==> src/rtl/ex_trap_unit.sv <==
// Execute-stage trap controller: merges ALU exceptions, a synchronised external interrupt and MRET,
// owns the machine trap CSRs and issues a one-cycle registered flush/redirect into IF.
module ex_trap_unit #(
    parameter logic [31:0] MTVEC_DEFAULT   = 32'h0000_0080,
    parameter int          IRQ_SYNC_STAGES = 2
) (
    input  logic        clk,
    input  logic        rst,
    input  logic        ex_valid,
    input  logic [31:0] ex_pc,
    input  logic        ex_overflow,
    input  logic        ex_div_by_zero,
    input  logic        ex_mret,
    input  logic        ext_irq,
    input  logic        csr_we,
    input  logic [11:0] csr_addr,
    input  logic [31:0] csr_wdata,
    output logic [31:0] csr_rdata,
    output logic        trap_flush,
    output logic        trap_redirect,
    output logic [31:0] trap_target
);

    localparam logic [11:0] CSR_MSTATUS = 12'h300;
    localparam logic [11:0] CSR_MTVEC   = 12'h305;
    localparam logic [11:0] CSR_MEPC    = 12'h341;
    localparam logic [11:0] CSR_MCAUSE  = 12'h342;
    localparam logic [11:0] CSR_MIP     = 12'h344;

    localparam logic [31:0] CAUSE_DIV0 = 32'd10;
    localparam logic [31:0] CAUSE_OVF  = 32'd11;
    localparam logic [31:0] CAUSE_IRQ  = 32'h8000_000B;

    typedef enum logic {
        S_RUN   = 1'b0,
        S_FLUSH = 1'b1
    } state_t;

    state_t r_state;
    state_t w_state_nxt;

    logic [IRQ_SYNC_STAGES-1:0] r_irq_sync;
    logic                       r_mie;
    logic                       r_mpie;
    logic [31:0]                r_mtvec;
    logic [31:0]                r_mepc;
    logic [31:0]                r_mcause;
    logic [31:0]                r_target;

    logic        w_irq_s;
    logic        w_irq_pend;
    logic        w_accept;
    logic        w_trap;
    logic        w_mret;
    logic [31:0] w_cause;
    logic        w_csr_wr;
    logic        w_wr_mstatus;
    logic        w_wr_mtvec;
    logic        w_wr_mepc;
    logic        w_wr_mcause;

    assign w_irq_s    = r_irq_sync[IRQ_SYNC_STAGES-1];
    assign w_irq_pend = w_irq_s & r_mie;

    // Event decode; only a real instruction in RUN can raise anything, bubbles are ignored.
    always_comb begin
        w_state_nxt = r_state;
        w_accept    = 1'b0;
        w_trap      = 1'b0;
        w_mret      = 1'b0;
        w_cause     = CAUSE_IRQ;
        case (r_state)
            S_RUN: begin
                w_accept = ex_valid;
                w_trap   = ex_valid & (ex_div_by_zero | ex_overflow | w_irq_pend);
                w_mret   = ex_valid & ex_mret & ~w_trap;
                if (ex_div_by_zero) begin
                    w_cause = CAUSE_DIV0;
                end else if (ex_overflow) begin
                    w_cause = CAUSE_OVF;
                end
                if (w_trap || w_mret) begin
                    w_state_nxt = S_FLUSH;
                end
            end
            S_FLUSH: begin
                w_state_nxt = S_RUN;
            end
            default: begin
                w_state_nxt = S_RUN;
            end
        endcase
    end

    // Trap/MRET updates own a CSR for that cycle, so a colliding software write is dropped.
    assign w_csr_wr     = (r_state == S_RUN) & csr_we;
    assign w_wr_mstatus = w_csr_wr & (csr_addr == CSR_MSTATUS) & ~w_trap & ~w_mret;
    assign w_wr_mtvec   = w_csr_wr & (csr_addr == CSR_MTVEC);
    assign w_wr_mepc    = w_csr_wr & (csr_addr == CSR_MEPC) & ~w_trap;
    assign w_wr_mcause  = w_csr_wr & (csr_addr == CSR_MCAUSE) & ~w_trap;

    always_ff @(posedge clk or posedge rst) begin
        if (rst) begin
            r_state <= S_RUN;
        end else begin
            r_state <= w_state_nxt;
        end
    end

    always_ff @(posedge clk or posedge rst) begin
        if (rst) begin
            r_irq_sync <= '0;
        end else begin
            r_irq_sync <= {r_irq_sync[IRQ_SYNC_STAGES-2:0], ext_irq};
        end
    end

    always_ff @(posedge clk or posedge rst) begin
        if (rst) begin
            r_mie    <= 1'b0;
            r_mpie   <= 1'b0;
            r_mtvec  <= MTVEC_DEFAULT;
            r_mepc   <= '0;
            r_mcause <= '0;
            r_target <= '0;
        end else begin
            if (w_trap) begin
                r_mepc   <= ex_pc;
                r_mcause <= w_cause;
                r_mpie   <= r_mie;
                r_mie    <= 1'b0;
                r_target <= {r_mtvec[31:2], 2'b00};
            end else if (w_mret) begin
                r_mie    <= r_mpie;
                r_mpie   <= 1'b1;
                r_target <= r_mepc;
            end
            if (w_wr_mstatus) begin
                r_mie  <= csr_wdata[3];
                r_mpie <= csr_wdata[7];
            end
            if (w_wr_mtvec) begin
                r_mtvec <= csr_wdata;
            end
            if (w_wr_mepc) begin
                r_mepc <= {csr_wdata[31:2], 2'b00};
            end
            if (w_wr_mcause) begin
                r_mcause <= csr_wdata;
            end
        end
    end

    always_comb begin
        csr_rdata = '0;
        case (csr_addr)
            CSR_MSTATUS: csr_rdata = {24'd0, r_mpie, 3'd0, r_mie, 3'd0};
            CSR_MTVEC:   csr_rdata = r_mtvec;
            CSR_MEPC:    csr_rdata = r_mepc;
            CSR_MCAUSE:  csr_rdata = r_mcause;
            CSR_MIP:     csr_rdata = {20'd0, w_irq_s, 11'd0};
            default:     csr_rdata = '0;
        endcase
    end

    assign trap_flush    = (r_state == S_FLUSH);
    assign trap_redirect = (r_state == S_FLUSH);
    assign trap_target   = r_target;

endmodule

==> config.mk <==
export PLATFORM = sky130hd
export DESIGN_NAME = ex_trap_unit
export DESIGN_NICKNAME = d
export VERILOG_FILES = /design/src/rtl/ex_trap_unit.sv
export SDC_FILE = /design/constraint.sdc
export NUM_CORES = 1
export LEC_CHECK = 0
export ABC_CLOCK_PERIOD_IN_PS = 5650
export CORE_UTILIZATION = 60
export DETAILED_ROUTE_END_ITERATION = 16
export DONT_BUFFER_PORTS = 1
export PLACE_DENSITY_LB_ADDON = 0.08
export SLEW_MARGIN = 20
export SYNTH_ARGS = -nofsm -noshare
export SYNTH_HDL_FRONTEND = slang
export SYNTH_SLANG_ARGS = --single-unit
==> constraint.sdc <==
create_clock -name clk -period 5.65 [get_ports clk]
set_input_delay 0.2825 -clock clk [delete_from_list [all_inputs] [get_ports clk]]
set_output_delay 0.2825 -clock clk [all_outputs]
set_load 0.02 [all_outputs]
[After elaboration in Yosys (flattened, before gate mapping)]
Cells that the tools add are included.
Storage, ports and cells
  register bits after elaboration: 133
  bits of input ports: 84
  word-level logic and storage cells: 57
Cells by class
  equal/unequal tests: 5
  mux-type cells: 20
  bitwise gates (word level): 19
  reductions and logical operators: 5
Operators by type and width (count)
  $mux W32: 9
  $pmux W32 S5: 1
  $eq A12 B10 Y1 const B: 5
  $and A1 B1 Y1: 13
  $mux W1: 9
  $reduce_bool A2 Y1: 3
  $not A1 Y1: 4
  $reduce_bool A3 Y1: 1
  $or A1 B1 Y1: 2
  $pmux W1 S2: 1
  $logic_or A1 B1 Y1: 1

[Logic depth before layout (Yosys ltp)]
Gate-level depths: netlist (run 1).
  word-level depth: 9
  mapped depth: 7
  mapped depth without buffers: 4

[Worst setup path after synthesis (run 1)]
No wires, ideal clock.
  path type: in2out
  start: in csr_addr[5]
  end: out csr_rdata[11]
  arrival: 1462 ps
  slack: 3905 ps
  cell stages on the path: 5
  buffers on the path: 2
  path through: nor4_4 -> and4_1 -> buf_2 -> clkbuf_1 -> a221o_1
On the way
  cells in the longest elaborated chain, start to end: 2
  elaborated cells between the ends (all ways): 6
RTL lines
  start: declaration: line 16  | input logic [11:0] csr_addr,
  $eq A12 B10 Y1: line 156  | case (csr_addr)
  $pmux W32 S5 (*): line 156
  end: declaration: line 18  | output logic [31:0] csr_rdata,
Mark *: on every way between the ends. The rest lies on a longest branch, timed or not.

[Worst setup path in the final report (run 1)]
  start: reg r_state, in the netlist trap_flush
  end: reg r_mepc[5]
On the way
  cells in the longest elaborated chain, start to end: 5
  elaborated cells between the ends (all ways): 8
RTL lines
  start: declaration: line 39  | state_t r_state;
  start signal: assignment: line 106  | r_state <= w_state_nxt;
  $not A1 Y1
  $and A1 B1 Y1: line 96  | assign w_csr_wr = (r_state == S_RUN) & csr_we;
  $and A1 B1 Y1 (2 in series): line 99  | assign w_wr_mepc = w_csr_wr & (csr_addr == CSR_MEPC) & ~w_trap;
  $mux W32 / $reduce_bool A2 Y1 (equally long branches)
  end signal: assignment: line 128  | r_mepc <= ex_pc;
  end signal: assignment: line 146  | r_mepc <= {csr_wdata[31:2], 2'b00};
  end: declaration: line 46  | logic [31:0] r_mepc;
Several ways; a longest one is shown, not always the timed one.
A chain may end at the register's enable or synchronous reset.

==> summary.md, run 1 <==
The flow ran to the end, and the final reports show no timing, DRC or antenna violations. Setup repair after global routing left no endpoint under its margin. The routed length per placed instance works out to 23.8 µm. Compound-gate portion of the synthesized area: 0.218.

The final design area excluding fillers was 7290 µm²; the post-synthesis adder-cell area fraction was 0. The H-tree generated during clock tree synthesis spans 4 levels. Summing all placed instances gives a cell area of 6050 µm². After global routing the overflow that remains totals 0. The run gives 3.23 ns as the post-layout worst setup margin. Summed over all cells, the static leakage comes to 3.63 nW.

The die is 103 µm tall. The transition time at the pin with the least slew margin was 1.08 ns. By area the synthesized netlist is led by sky130_fd_sc_hd__dfrtp_1 55%, sky130_fd_sc_hd__a221o_1 11%, sky130_fd_sc_hd__mux2_1 5.9%. The peak per-stage delay on the critical path works out to 0.65 ns. The critical-path cell with the highest stage delay is sky130_fd_sc_hd__nor2_4. CTS buffer count: 17. The mux cell area share after synthesis was 0.0663. The most common cell after layout, fill and taps aside was sky130_fd_sc_hd__dfrtp_1. The die covers 10500 µm². The smallest clock period supported by the final layout is computed as 2.42 ns. For the initial antenna violation count, the log shows 1. The fraction of post-synthesis cell area in the top cell type by area came out at 0.545. The fraction of the yosys area taken by sequential cells was 0.549.

The total of flip-flops plus latches after synthesis is 133. The first global-routing pass estimated 25.1 mm of wire. The peak clock frequency supported by timing is 0.414 GHz, and the buffer count from post-CTS setup fixing is 0.

The number of nets handed over by synthesis was 571. The routed layout has 4662 vias. The tools report the headroom to the max-slew limit as 0.278.

Post-CTS repair changed the size of 0 cells. The tool flagged a number of max-cap violations equal to 0. The run gives 487 as the number of standard cells after synthesis.

The worst hold path belongs to the class input pin to register. Fraction of synthesis flops using an asynchronous set or reset pin: 1.00. The start-to-end type of the worst setup path was register to register.

Parity-gate share of the synthesized area counting xor and xnor cells: 0. After clock tree synthesis, the flow added hold-fix buffers numbering 67. The cell taking the most area after synthesis is sky130_fd_sc_hd__dfrtp_1. The top cell types in the final layout, fill and taps aside, are 132 x sky130_fd_sc_hd__dfrtp_1, 67 x sky130_fd_sc_hd__dlygate4sd3_1, 65 x sky130_fd_sc_hd__a221o_1, 34 x sky130_fd_sc_hd__inv_1, 32 x sky130_fd_sc_hd__mux2_1. Timing analysis after detailed placement gives a worst setup slack of 3.04 ns.

Portion of the clock cycle consumed by the worst path in the final layout: 0.428. No sink is reached through more buffers than the 2 on the longest clock path. In this run the register-to-register setup slack is 3.23 ns.

The worst setup path is captured at a register. The nature of the critical path startpoint was a register. The simple logic cell fraction of the synthesized area is 0.104, and the all-layer global routing usage is 0.323.

The number of nets in the final layout was 617. The via-per-instance ratio works out to 6.86. The average size of a mapped cell works out to 12.4 µm². The congestion estimate from routability-driven global placement came to 0.811. The number of DRC markers after the initial detailed-route iteration was 501; the total number of yosys warnings was 0.

For this block, the routed nets add up to 16.2 mm of wire. The number of unique standard cell types used by synthesis came out at 40. The clock latency at the later pin of the worst-skew pair is 0.52 ns, and the I/O pin total is 150. The fraction of layout instances using a drive strength above 1 is 0.0897.

In this run the clock root is driven by a sky130_fd_sc_hd__clkbuf_8. The number of placement rows is 36. The tools report the HPWL after detailed placement as 8.82 mm. The maximum vdd ir drop was 193 µV; the worst-case clock skew was 0.00519 ns. The quantity of I/O buffers inserted on ports came out at 0. The remaining routing DRC violations came out at 0. The number of clock sinks came out at 133. The logs give 4771 for the via count of the first global-routing pass and 0.0751 ns for the tightest hold margin.

The combinational family with the most area after synthesis is compound AO/OA/AOI/OAI gates. The area added between synthesis and finish came out at 20.3%. Adding up every negative setup slack in the final design gives 0 ns. The number of hold violations in the final report was 0; the power per standard cell area was 327 nW/µm². TritonCTS built the clock tree. The effective utilization at floorplan was 0.620; the total count of max-transition violations in the final report was 0. Setup violations remaining at the end of the flow were counted as 0. The number of nets with antenna violations after detailed routing is 0.

The endpoint arrival time on the critical path is 2.82 ns. The mapped netlist covers 6060 µm². Of all nets on the critical path, the largest fanout is 30.

Walking the worst path, the cells encountered are nand2b_1, nor2_4, a21oi_4, a221o_1. For the number of detailed-route iterations in the first pass, the log shows 8. The number of enable-type register cells in the synthesized netlist is 0, and the standard cell core area is 9770 µm². Entering global routing, the biggest net connects 74 pins. In the synthesized netlist the dominant register cell turns out to be sky130_fd_sc_hd__dfrtp_1. From left edge to right edge, the die measures 103 µm. The clock edge transition at the registers on the reported setup and hold paths was 0.06 ns.

Data on the critical path is required at its endpoint by 6.05 ns.
==> Yosys cell counts (2+ instances only) <==
cell type / count
sky130_fd_sc_hd__dfrtp_1: 132
sky130_fd_sc_hd__a221o_1: 65
sky130_fd_sc_hd__inv_1: 35
sky130_fd_sc_hd__and2_1: 32
sky130_fd_sc_hd__mux2_1: 32
sky130_fd_sc_hd__and3_1: 30
sky130_fd_sc_hd__a222oi_1: 29
sky130_fd_sc_hd__a22o_1: 28
sky130_fd_sc_hd__buf_2: 19
sky130_fd_sc_hd__clkbuf_1: 17
sky130_fd_sc_hd__nand2_1: 8
sky130_fd_sc_hd__buf_6: 6
sky130_fd_sc_hd__nor2_1: 6
sky130_fd_sc_hd__nand3_1: 5
sky130_fd_sc_hd__and4_1: 3
sky130_fd_sc_hd__buf_4: 3
sky130_fd_sc_hd__mux2i_1: 3
sky130_fd_sc_hd__nor2b_1: 3
sky130_fd_sc_hd__o21ai_1: 3
sky130_fd_sc_hd__a21oi_1: 2
sky130_fd_sc_hd__a22oi_1: 2
sky130_fd_sc_hd__a32o_1: 2
sky130_fd_sc_hd__and2b_1: 2
sky130_fd_sc_hd__nand2b_1: 2
sky130_fd_sc_hd__nor3_1: 2
sky130_fd_sc_hd__o22ai_1: 2
==> path summary, 6_finish.rpt <==
check / to / depth (start not counted) / start
worst min-delay path: r_mcause[31] / 2 / ex_overflow
worst min register to register: r_irq_sync[1] / 0 / r_irq_sync[0]
min in group asynchronous: trap_target[13] / 2 / rst
worst max register to register: r_mepc[5] / 4 / trap_flush
worst max-delay path: r_mepc[5] / 4 / trap_flush
max in group asynchronous: r_mepc[29] / 3 / rst
==> cells by family (layout without fill, tap and decap cells) <==
family / Yosys count / count (layout)
and+or+nand+nor: 99 / 99
AOI/OAI and AO/OA: 139 / 139
DFF: 133 / 133
buffers and inverters: 80 / 139
muxes: 36 / 36
other: 0 / 1
==> report_power, final <==
part / switching (W) / total (W) / leakage, nW / internal, W
combinational: 0.000114 / 0.000223 / 1.58 / 0.000109
sequential: 0.0000821 / 0.00111 / 1.78 / 0.00102
clock: 0.000395 / 0.00105 / 0.282 / 0.000660
total: 0.000591 / 0.00238 / 3.63 / 0.00179
==> routing by layer <==
| metal | GRT usage | wire [µm] | up-vias |
|---|---|---|---|
| met1 | 0.420 | 6700 | 2421 |
| met2 | 0.528 | 7950 | 234 |
| met5 | 0 | 0 | - |
| met3 | 0.0902 | 1380 | 16 |
| li1 | - | - | 1991 |
| met4 | 0.103 | 191 | 0 |
==> through the flow <==
stage	utilization	instances	total power [W]
2_1_floorplan	-	487	0.00125
3_3_place_gp	0.619	580	0.00129
3_5_place_dp	0.619	580	0.00130
4_1_cts	0.746	679	0.00239
5_1_grt	0.746	680	0.00247
6_report	0.746	680	0.00238
==> flip-flops by register name, indices dropped and copies added (netlist names) <==
signal       cells
r_mcause        32
r_mepc          32
r_mtvec         32
trap_target     32
r_irq_sync       2
r_mie            1
r_mpie           1
trap_flush       1
==> final cells by class <==
type | instances | area [µm²]
Antenna cell | 1 | 2.50
Clock buffer | 23 | 467
Clock inverter | 9 | 101
Fill cell | 679 | 2480
Inverter | 35 | 136
Multi-Input combinational cell | 274 | 2380
Sequential cell | 133 | 3330
Tap cell | 133 | 166
Timing Repair Buffer | 72 | 708
==> worst max-delay path: cells and delay by family, from the launching register on <==
kind / cells / cell delay (ns)
AND/OR/NAND/NOR: 2 / 0.94
AO/OA/AOI/OAI: 2 / 0.80
flip-flops: 1 / 0.55
No activity file was read; power rests on OpenSTA's default activity.
==> run 2: changes to the inputs <==
--- a/config.mk
+++ b/config.mk
@@ -5,7 +5,7 @@
 export SDC_FILE = /design/constraint.sdc
 export NUM_CORES = 1
 export LEC_CHECK = 0
-export ABC_CLOCK_PERIOD_IN_PS = 5650
+export ABC_CLOCK_PERIOD_IN_PS = 2400
 export CORE_UTILIZATION = 60
 export DETAILED_ROUTE_END_ITERATION = 16
 export DONT_BUFFER_PORTS = 1
==> constraint.sdc (replaced) <==
create_clock -name clk -period 2.4 [get_ports clk]
set_input_delay 0.12 -clock clk [delete_from_list [all_inputs] [get_ports clk]]
set_output_delay 0.12 -clock clk [all_outputs]
set_load 0.02 [all_outputs]
==> run 2 against run 1 <==
- setup slack lost 3.0 ns
- power increased by 140%
- core utilization up 2.3 points
- critical path depth up 2
- largest power group unchanged
==> summary.md, run 2 (synthesis results as in run 1) <==
The flow ran to the end, and the final reports show no timing, DRC or antenna violations. TritonCTS built the clock tree. Clock latency at the later pin of the worst-skew pair: 0.53 ns (about the same).

The tools report the endpoint arrival time on the critical path as 2.08 ns (-0.74 ns). The worst setup path is launched from an input pin. The die outline area was 10500 µm² (unchanged). Buffer count from post-CTS setup fixing: 0 (unchanged). For the final estimated routing congestion in global placement, the log shows 0.809 (-0.22%).

For the setup total negative slack, the log shows 0 ns (unchanged). For the standard cell core area, the log shows 9770 µm² (unchanged). The number of placement rows was 36 (unchanged); the CTS buffer count was 17 (unchanged).

For the power consumption, the log shows 0.00567 W (+140%). The start-to-end type of the worst setup path was input pin to primary output. The I/O pin total is 150 (unchanged). The logs give 1 (unchanged) for the initial antenna violation count and 134 (+81%) for the largest net degree at the start of global routing. The kind of path behind the tightest hold check is input pin to register.

The all-layer global routing usage is 0.346 (+0.0230), and the number of detailed-route iterations in the first pass is 5 (-3). Horizontal die dimension: 103 µm (unchanged). For the finished layout, the period the worst path requires is 2.20 ns. The max-cap check violation count came out at 0 (unchanged). The leakage power came out at 3.74 nW (+2.9%). The sequential cell area came out at 3330 µm² (unchanged).

The library cell used most frequently in the layout, excluding fill and tap cells, is sky130_fd_sc_hd__dfrtp_1. The transition time at the pin with the least slew margin works out to 1.02 ns (-0.0627 ns). The portion of the clock cycle consumed by the worst path in the final layout was 0.915; the data required time at the worst endpoint was 2.28 ns (-3.77 ns).

The logs give 636 (+3.1%) for the number of nets in the final layout and 0.320 (+0.0419) for the headroom to the max-slew limit. The worst-case clock skew is 0.00767 ns (+0.00248 ns). The setup violation total in the final timing report is 0 (unchanged).

The worst-path maximum fanout came out at 4 (-87%). For the HPWL after detailed placement, the log shows 9.90 mm (+12%). Number of clock sinks: 133 (unchanged). The via-per-instance ratio works out to 6.97 (+1.7%). The clock edge transition at the registers on the reported setup and hold paths was 0.06 ns (about the same). Setup repair after global routing left no endpoint under its margin. The fill cell instance count of the final layout was 638 (-6.0%). Kind of end point of the critical path: a primary output. The logs give 0.620 (unchanged) for the effective utilization at floorplan and 2 (unchanged) for the number of buffers on the longest clock path. The detailed-route wire length came out at 17.5 mm (+7.7%). The number of levels in the clock H-tree is 4 (unchanged), and the height of the chip is 103 µm (unchanged).

The number of nets with antenna violations after detailed routing was 0 (unchanged); the antenna diode count was 0 (-1). The first-pass GRT wire length is 26.5 mm (+5.4%), and the via count of the first global-routing pass is 4915 (+3.0%). The run gives 2380 µm² (about the same) as the area of combinational cells with multiple inputs. The logs give 4859 (+4.2%) for the number of vias in the routed layout and 447 µV (+130%) for the maximum vdd ir drop.

The run gives 0 (unchanged) as the remaining routing DRC violations. The CTS root buffer was sky130_fd_sc_hd__clkbuf_8. Number of hold violations in the final report: 0 (unchanged).

The area added between synthesis and finish was 23.9%. In the layout the commonest cells are 132 x sky130_fd_sc_hd__dfrtp_1, 74 x sky130_fd_sc_hd__dlygate4sd3_1, 65 x sky130_fd_sc_hd__a221o_1, 34 x sky130_fd_sc_hd__inv_1, 32 x sky130_fd_sc_hd__mux2_1. The quantity of I/O buffers inserted on ports was 0 (unchanged). The run gives 0 (unchanged) as the total count of max-transition violations in the final report.

The run gives 479 (-4.4%) as the number of DRC markers after the initial detailed-route iteration. The fraction of layout instances using a drive strength above 1 is 0.110 (+0.0202), and the sum of overflow across all layers after global routing is 0 (unchanged). The routed length per placed instance was 25.0 µm (+5.0%); the power per standard cell area was 755 nW/µm² (+130%).

The tools report the peak clock frequency supported by timing as 0.456 GHz.
run 2: what timing repair did:
item                      CTS  global route
resized for setup           0             0
hold endpoints to repair  232             0
hold buffers               74             0
run 2: per-stage QoR:
stage	util	area, µm²	hold WS, ns	setup WS, ns	cells
3_3_place_gp	0.634	6200	0.151	0.386	592
3_5_place_dp	0.634	6200	0.151	0.334	592
2_1_floorplan	-	6060	0.151	0.630	487
6_report	0.768	7510	0.123	0.205	697
5_1_grt	0.768	7510	0.152	0.128	697
4_1_cts	0.768	7510	0.109	0.183	697
run 2: layout make-up:
cell class,count,share of cell area
flip-flops and latches,133,0.443
multi-input cells,274,0.317
clock buffers,19,0.0588
repair buffers,91,0.124
well taps,133,0.0222
inverters,35,0.0180
clock inverters,12,0.0172
run 2: where the power goes:
| group | switching [W] | internal [W] | total [W] | leakage (nW) |
|---|---|---|---|---|
| sequential | 0.000191 | 0.00241 | 0.00260 | 1.78 |
| combinational | 0.000288 | 0.000277 | 0.000565 | 1.69 |
| clock | 0.000979 | 0.00153 | 0.00250 | 0.276 |
| total | 0.00146 | 0.00421 | 0.00567 | 3.74 |
run 2: layer usage:
layer / GRT usage / wire, µm
met2: 0.556 / 8750
met5: 0 / 13
met1: 0.447 / 6960
met3: 0.0881 / 1490
met4: 0.154 / 238
run 2: final timing paths:
check / cells after the start / to / from / slack [ns]
max: 6 / csr_rdata[7] / csr_addr[6] / 0.20
min: 4 / r_mcause[3] / csr_addr[0] / 0.12
max reg2reg: 5 / r_mie / r_mie / 0.30
min reg2reg: 0 / r_irq_sync[1] / r_irq_sync[0] / 0.40
max in group asynchronous: 3 / r_mtvec[0] / rst / 1.57
min in group asynchronous: 3 / r_mtvec[28] / rst / 0.23
run 2: critical path, stage by stage:
cell,delay [ns]
sky130_fd_sc_hd__dlygate4sd3_1,0.57
sky130_fd_sc_hd__nor4_4,0.23
sky130_fd_sc_hd__dlygate4sd3_1,0.60
sky130_fd_sc_hd__nand2_1,0.07
sky130_fd_sc_hd__nor2_1,0.17
sky130_fd_sc_hd__a221o_1,0.32
